`src/rtl/serial_mul_driver.sv`:
```
// Operand serializer and product collector for the bit-serial multiplier.
// Streams operands LSB-first, accumulates 2-bit product digits, then flushes multiplier state.
module serial_mul_driver #(
    parameter int DATA_WIDTH   = 8,
    parameter int PROD_WIDTH   = 2 * DATA_WIDTH,
    parameter int MUL_LATENCY  = 0,
    parameter int FLUSH_CYCLES = DATA_WIDTH
) (
    input  logic                  i_clk,
    input  logic                  i_arstn,
    input  logic                  i_valid,
    output logic                  o_ready,
    input  logic [DATA_WIDTH-1:0] i_op_a,
    input  logic [DATA_WIDTH-1:0] i_op_b,
    output logic                  o_mul_valid,
    output logic                  o_mul_a,
    output logic                  o_mul_b,
    input  logic [1:0]            i_mul_product,
    output logic                  o_done,
    output logic [PROD_WIDTH-1:0] o_result
);

    localparam int S    = PROD_WIDTH + MUL_LATENCY;
    localparam int CMAX = (S > FLUSH_CYCLES) ? S : FLUSH_CYCLES;
    localparam int CW   = $clog2(CMAX + 1);

    typedef enum logic [1:0] {IDLE, STREAM, FLUSH} state_t;

    state_t                state, state_nx;
    logic [CW-1:0]         cnt, cnt_nx;
    logic [DATA_WIDTH-1:0] sh_a, sh_a_nx, sh_b, sh_b_nx;
    logic [PROD_WIDTH-1:0] acc, acc_nx, result_nx, acc_sum;
    logic                  done_nx, mul_valid_nx, mul_a_nx, mul_b_nx;
    logic                  last_stream, last_flush, digit_en;
    logic [CW-1:0]         digit_k;

    // Digits above the result width fall off the top: accumulation is modulo 2^PROD_WIDTH.
    function automatic logic [PROD_WIDTH-1:0] acc_digit(
        input logic [PROD_WIDTH-1:0] acc_in,
        input logic [1:0]            digit,
        input logic [CW-1:0]         k
    );
        logic [PROD_WIDTH-1:0] ext;
        ext = {{(PROD_WIDTH-2){1'b0}}, digit};
        return acc_in + (ext << k);
    endfunction

    assign last_stream = (cnt == CW'(S - 1));
    assign last_flush  = (cnt == CW'(FLUSH_CYCLES - 1));
    assign digit_en    = (int'({1'b0, cnt}) >= MUL_LATENCY);
    assign digit_k     = cnt - CW'(MUL_LATENCY);
    assign acc_sum     = digit_en ? acc_digit(acc, i_mul_product, digit_k) : acc;
    assign o_ready     = (state == IDLE);

    always_ff @(posedge i_clk or negedge i_arstn) begin
        if (!i_arstn) begin
            state       <= IDLE;
            cnt         <= '0;
            sh_a        <= '0;
            sh_b        <= '0;
            acc         <= '0;
            o_result    <= '0;
            o_done      <= 1'b0;
            o_mul_valid <= 1'b0;
            o_mul_a     <= 1'b0;
            o_mul_b     <= 1'b0;
        end else begin
            state       <= state_nx;
            cnt         <= cnt_nx;
            sh_a        <= sh_a_nx;
            sh_b        <= sh_b_nx;
            acc         <= acc_nx;
            o_result    <= result_nx;
            o_done      <= done_nx;
            o_mul_valid <= mul_valid_nx;
            o_mul_a     <= mul_a_nx;
            o_mul_b     <= mul_b_nx;
        end
    end

    always_comb begin
        state_nx = state;
        cnt_nx   = cnt;
        case (state)
            IDLE: begin
                if (i_valid) begin
                    state_nx = STREAM;
                    cnt_nx   = '0;
                end
            end
            STREAM: begin
                if (last_stream) begin
                    state_nx = FLUSH;
                    cnt_nx   = '0;
                end else begin
                    cnt_nx = cnt + 1'b1;
                end
            end
            FLUSH: begin
                if (last_flush) begin
                    state_nx = IDLE;
                    cnt_nx   = '0;
                end else begin
                    cnt_nx = cnt + 1'b1;
                end
            end
            default: begin
                state_nx = IDLE;
                cnt_nx   = '0;
            end
        endcase
    end

    // Outputs are computed one cycle ahead so every o_mul_* comes straight from a flop.
    always_comb begin
        sh_a_nx      = sh_a;
        sh_b_nx      = sh_b;
        acc_nx       = acc;
        result_nx    = o_result;
        done_nx      = 1'b0;
        mul_valid_nx = 1'b0;
        mul_a_nx     = 1'b0;
        mul_b_nx     = 1'b0;
        case (state)
            IDLE: begin
                if (i_valid) begin
                    sh_a_nx      = i_op_a >> 1;
                    sh_b_nx      = i_op_b >> 1;
                    mul_a_nx     = i_op_a[0];
                    mul_b_nx     = i_op_b[0];
                    mul_valid_nx = 1'b1;
                    acc_nx       = '0;
                end
            end
            STREAM: begin
                mul_valid_nx = 1'b1;
                acc_nx       = acc_sum;
                if (last_stream) begin
                    result_nx = acc_sum;
                    done_nx   = 1'b1;
                end else begin
                    mul_a_nx = sh_a[0];
                    mul_b_nx = sh_b[0];
                    sh_a_nx  = sh_a >> 1;
                    sh_b_nx  = sh_b >> 1;
                end
            end
            FLUSH: begin
                mul_valid_nx = !last_flush;
            end
            default: begin
                mul_valid_nx = 1'b0;
            end
        endcase
    end

endmodule

```
`config.mk`:
```
export PLATFORM = sky130hd
export DESIGN_NAME = serial_mul_driver
export DESIGN_NICKNAME = d
export VERILOG_FILES = /design/src/rtl/serial_mul_driver.sv
export SDC_FILE = /design/constraint.sdc
export NUM_CORES = 1
export LEC_CHECK = 0
export CAP_MARGIN = 10
export CORE_UTILIZATION = 39
export CTS_BUF_LIST = sky130_fd_sc_hd__clkbuf_2 sky130_fd_sc_hd__clkbuf_4 sky130_fd_sc_hd__clkbuf_8
export CTS_CLUSTER_DIAMETER = 30
export CTS_CLUSTER_SIZE = 8
export DETAILED_ROUTE_END_ITERATION = 12
export GPL_TIMING_DRIVEN = 0
export PLACE_DENSITY = 0.69
export SLEW_MARGIN = 10
export SYNTH_ARGS = -nofsm -noshare
export SYNTH_HDL_FRONTEND = slang
export SYNTH_SLANG_ARGS = --single-unit
export TNS_END_PERCENT = 20
```
`constraint.sdc`:
```
create_clock -name i_clk -period 2.3 [get_ports i_clk]
set_input_delay 0.46 -clock i_clk [delete_from_list [all_inputs] [get_ports i_clk]]
set_output_delay 0.46 -clock i_clk [all_outputs]
set_load 0.005 [all_outputs]
```
Word-level counts from Yosys, hierarchy flattened
Cells that the tools add are included.
{"block": "classes", "eq_ne": 8, "shifts": 1, "n_reduce_logical": 7, "add_sub_neg": 2, "mux": 26}
{"op": "8-bit two-way mux", "count": 4}
{"op": "16-bit case mux with 2 select lines", "count": 1}
{"op": "8-bit case mux with 2 select lines", "count": 2}
{"op": "16-bit adder", "count": 1}
{"op": "16-bit two-way mux", "count": 1}
{"op": "2-bit by 5-bit left shift with 16-bit output", "count": 1}
{"op": "5-bit two-way mux", "count": 3}
{"op": "5-bit case mux with 3 select lines", "count": 1}
{"op": "2-bit != test (second input constant)", "count": 4}
{"op": "1-bit two-way mux", "count": 7}
{"op": "2-bit two-way mux", "count": 3}
{"op": "2-bit case mux with 3 select lines", "count": 1}
{"op": "3-bit AND reduction", "count": 2}
{"op": "5-bit by 1-bit adder with 5-bit output (second input constant)", "count": 1}
{"op": "5-bit by 3-bit == test with 1-bit output (second input constant)", "count": 1}
{"op": "5-bit by 4-bit == test with 1-bit output (second input constant)", "count": 1}
{"op": "1-bit case mux with 2 select lines", "count": 2}
{"op": "2-bit AND reduction", "count": 2}
{"op": "1-bit case mux with 3 select lines", "count": 1}
{"op": "2-bit by 1-bit == test with 1-bit output (second input constant)", "count": 1}
{"op": "2-bit == test (second input constant)", "count": 1}
{"op": "2-bit logical NOT", "count": 1}
{"op": "2-bit nonzero test", "count": 1}
{"op": "1-bit logical NOT", "count": 1}
{"block": "word_totals", "input_bits": 21, "register_bits": 59}

Logic depth before layout (Yosys ltp)
{"block": "logic_depth", "depth_word": 3, "mapped_depth": 12}

Least setup slack after synthesis
Ideal clock, no wire load.
{"block": "synth_timing", "kind": "flip-flop to flip-flop", "from": "reg cnt[3]", "to": "reg o_result[6]", "arrival_ns": 2.414, "setup_ns": 0.125, "synth_period_minus_slack_ns": 2.539, "setup_slack_ns": -0.239, "path_stages_with_launch": 11, "required_ns": 2.175, "path_cell_list": "dfrtp_1 clkbuf_1 nor2_1 and3_1 ha_1 fa_1 a21o_1 a31o_2 a21oi_1 xnor2_1 mux2_2"}
{"block": "synth_via", "elab_chain_cells": 2}
{"item": "from (decl)", "line_no": "30", "rtl": "logic [CW-1:0] cnt, cnt_nx;"}
{"item": "from (signal assigned)", "line_no": "69", "rtl": "cnt <= cnt_nx;"}
{"item": "2-bit by 5-bit left shift with 16-bit output or 5-bit by 4-bit == test with 1-bit output (tied branches)", "line_no": "45, 48"}
{"item": "16-bit adder or 2-bit AND reduction (tied branches)"}
{"item": "to (signal assigned)", "line_no": "73", "rtl": "o_result <= result_nx;"}
{"item": "to (decl)", "line_no": "20", "rtl": "output logic [PROD_WIDTH-1:0] o_result"}
Several ways; a longest one is shown, not always the timed one.
A chain may end at the register's enable or synchronous reset.

Worst setup path in the final report
{"block": "layout_timing", "from": "reg cnt[0]", "to": "reg o_result[7]"}
The elaborated chain is that of the path after synthesis.

==> flow_metrics.py <==
metrics = {
    "run_status": {
        "status": "complete, but fails checks",
        "failed_checks": "negative setup slack",
    },
    "setup_path": {
        "arrival_ps": 2890,
        "end_kind": "flip-flop",
        "crit_fanout": 6,
        "critPathLaunchType": "flip-flop",
        "worstPathRequired_ps": 2530,
        "critPathKind": "reg -> reg",
    },
    "synth": {
        "yosysTopAreaCellShare": 0.406,
        "synthMuxAreaShare": 0.0574,
        "synth.area.top_cells": "dfrtp_1 (41%), ha_1 (7.8%), nand2_1 (6.2%)",
        "yosysMostFrequentCell": "nand2_1",
        "synth_top_cell_by_area": "dfrtp_1",
        "synth_cells": 377,
        "synth-edff-count": 0,
        "avgSynthCellArea_um2": 9.32,
        "synth_top_family_by_area": "compound AO/OA/AOI/OAI gates",
        "ys.flop_type": "dfrtp_1",
        "seq_area_frac_synth": 0.406,
        "synth_compound_area_frac": 0.213,
        "yosys_warnings": 0,
        "netlist_area_um2": 3510,
        "synth_fa_ha_area_frac": 0.0841,
        "synth_nets": 421,
        "synth_cell_types": 58,
        "synth-async-reset-ratio": 1.00,
        "synth_xor_area_frac": 0.0246,
        "synth_common_cells": "nand2_1 (58), dfrtp_1 (57), nor2_1 (27)",
        "synth-seq-cells": 57,
        "yosys.area_share.simple": 0.169,
    },
    "clock_network": {
        "root_buffer": "clkbuf_8",
        "postCtsHoldBufs": 0,
        "clkLatencyLatePin_ps": 340,
        "cts.path.max_buffers": 2,
        "clk_pin_slew_ps": 70,
        "htreeDepth": 3,
        "cts_tree": "done",
        "clock_sinks": 57,
        "cts_made_buffers": 9,
    },
    "hold_path": {
        "min_path_type": "in -> async",
    },
    "timing": {
        "hold_ws_ps": 180,
        "rsz0062_at_grt": "yes",
        "setup_ws_ps": -362,
        "fmax_ghz": 0.376,
        "final-max-slew-violation-count": 0,
        "relSlewSlack": 0.513,
        "hold_violations": 0,
        "skew_ps": 8.27,
        "setup_viol": 24,
        "tightestPinTransition_ps": 730,
        "post-route-min-period_ps": 2660,
        "fin_crit_sh": 1.16,
    },
    "routing": {
        "vias_per_cell": 5.76,
        "drt_wl_total_um": 10100,
        "wl_per_cell_um": 17.8,
        "vias": 3266,
        "drtPass1Iterations": 5,
        "drtIter0Drc": 182,
        "post-route-drc-count": 0,
        "ant_nets": 0,
    },
    "cells_and_area": {
        "nFillCells": 745,
        "drive_above_1_share": 0.314,
        "stdcell_count": 567,
        "layout.nets": 498,
        "stdcell_area_um2": 4990,
        "syn_to_final_growth_pct": 42.2,
        "diodes": 0,
        "fin_util": 0.573,
    },
    "die": {
        "die_h_um": 96.9,
        "die_x_um": 96.9,
        "pin_count": 42,
        "start_util": 0.403,
        "row_count": 34,
        "core_area_um2": 8720,
        "die-area_um2": 9390,
    },
    "pwr": {
        "ir_worst_vdd_mv": 0.634,
        "p_per_area_nw_per_um2": 822,
        "leakage_nw": 2.14,
        "total_power_mw": 4.11,
    },
    "placement": {
        "routabilityCongestion": 0.967,
        "placed_cells": 526,
        "placed_area_um2": 4090,
        "port_buffers": 41,
        "dp.final_hpwl_um": 6160,
    },
    "global_route": {
        "grt_max_degree": 58,
        "grt_use_total": 0.199,
        "grt_pass1_vias": 3126,
        "antenna_found_initial": 0,
        "grt-ovfl-total": 0,
        "grt_pass1_wl_um": 15100,
    },
    "run": {
        "max-cap-violations": 0,
    },
}
worst max-delay path: stages (launching register included):
cell	delay, ps
dfrtp_1	390
buf_6	140
buf_6	120
a31oi_4	240
buf_6	140
nor2_4	40
ha_4	320
a21oi_4	80
buf_6	130
a211oi_4	410
nor2_1	130
xnor2_1	160
mux2_2	260
kinds of logic after synthesis:
family,after synthesis
and+or+nand+nor,129
AOI/OAI and AO/OA,107
DFF,57
buffers and inverters,33
adders and majority gates,23
muxes,19
xor gates and xnor gates,9
registers in the layout (all words and copies together), names as in the netlist:
name         flops
o_mul_a          1
sh_b             7
o_mul_b          1
state            2
cnt              5
o_result        16
sh_a             7
o_done           1
o_mul_valid      1
acc             16
area by class of cell:
type	instances	area (um2)	area share
flip-flops and latches	57	1430	0.286
clock inverters	7	101	0.0203
inverters	12	51.3	0.0103
clock buffers	9	124	0.0248
multi-input cells	287	2360	0.473
plain buffers	19	146	0.0293
well taps	108	135	0.0271
repair buffers	68	643	0.129
where the power goes:
group	internal (mW)	switching [mW]	total, mW	leakage (nW)
Sequential	1.20	0.147	1.35	0.715
Combinational	0.775	0.899	1.67	1.31
Clock	0.619	0.463	1.08	0.106
final timing paths:
check	to	slack, ps	cells past startpoint	startpoint
worst max-delay path	o_result[7]$_DFFE_PN0P_	-360	12	cnt[0]$_DFFE_PN0P_
worst max register to register	o_result[7]$_DFFE_PN0P_	-360	12	cnt[0]$_DFFE_PN0P_
max in group asynchronous	cnt[1]$_DFFE_PN0P_	1590	1	i_arstn
worst min-delay path	o_result[2]$_DFFE_PN0P_	180	1	i_arstn
min in group i_clk	o_result[1]$_DFFE_PN0P_	480	2	o_result[1]$_DFFE_PN0P_
worst min register to register	o_result[1]$_DFFE_PN0P_	480	2	o_result[1]$_DFFE_PN0P_
metal layers:
metal,GRT usage,share of wire
met1,0.261,0.43
met2,0.314,0.49
met3,0.0470,0.055
met4,0.0827,0.029
met5,0,0
cell usage in the layout, fill, tap and decap left out, drive strengths merged, types with 14 or more instances in the layout:
cell and n:
a21oi 18, clkdlybuf4s50 38, dfrtp 57, buf 41
ha 22, nand3 14, clkbuf 15, o21ai 26
nand2 58, nor2 27
timing repair:
| item | CTS | global route |
|---|---|---|
| gates resized for setup | 51 | 56 |
| gates cloned | 0 | 0 |
| setup endpoints to repair | 41 | 45 |
| pin swaps | 37 | 21 |
| buffers inserted | 18 | 9 |
stage by stage:
stage	worst slack, ps	setup TNS (ps)
6_report	-362	-5590
2_1_floorplan	-62.6	-385
5_1_grt	-402	-6970
3_5_place_dp	-944	-22760
4_1_cts	-239	-5970
3_3_place_gp	-1120	-84260
Power figures use the tool's default switching activity.
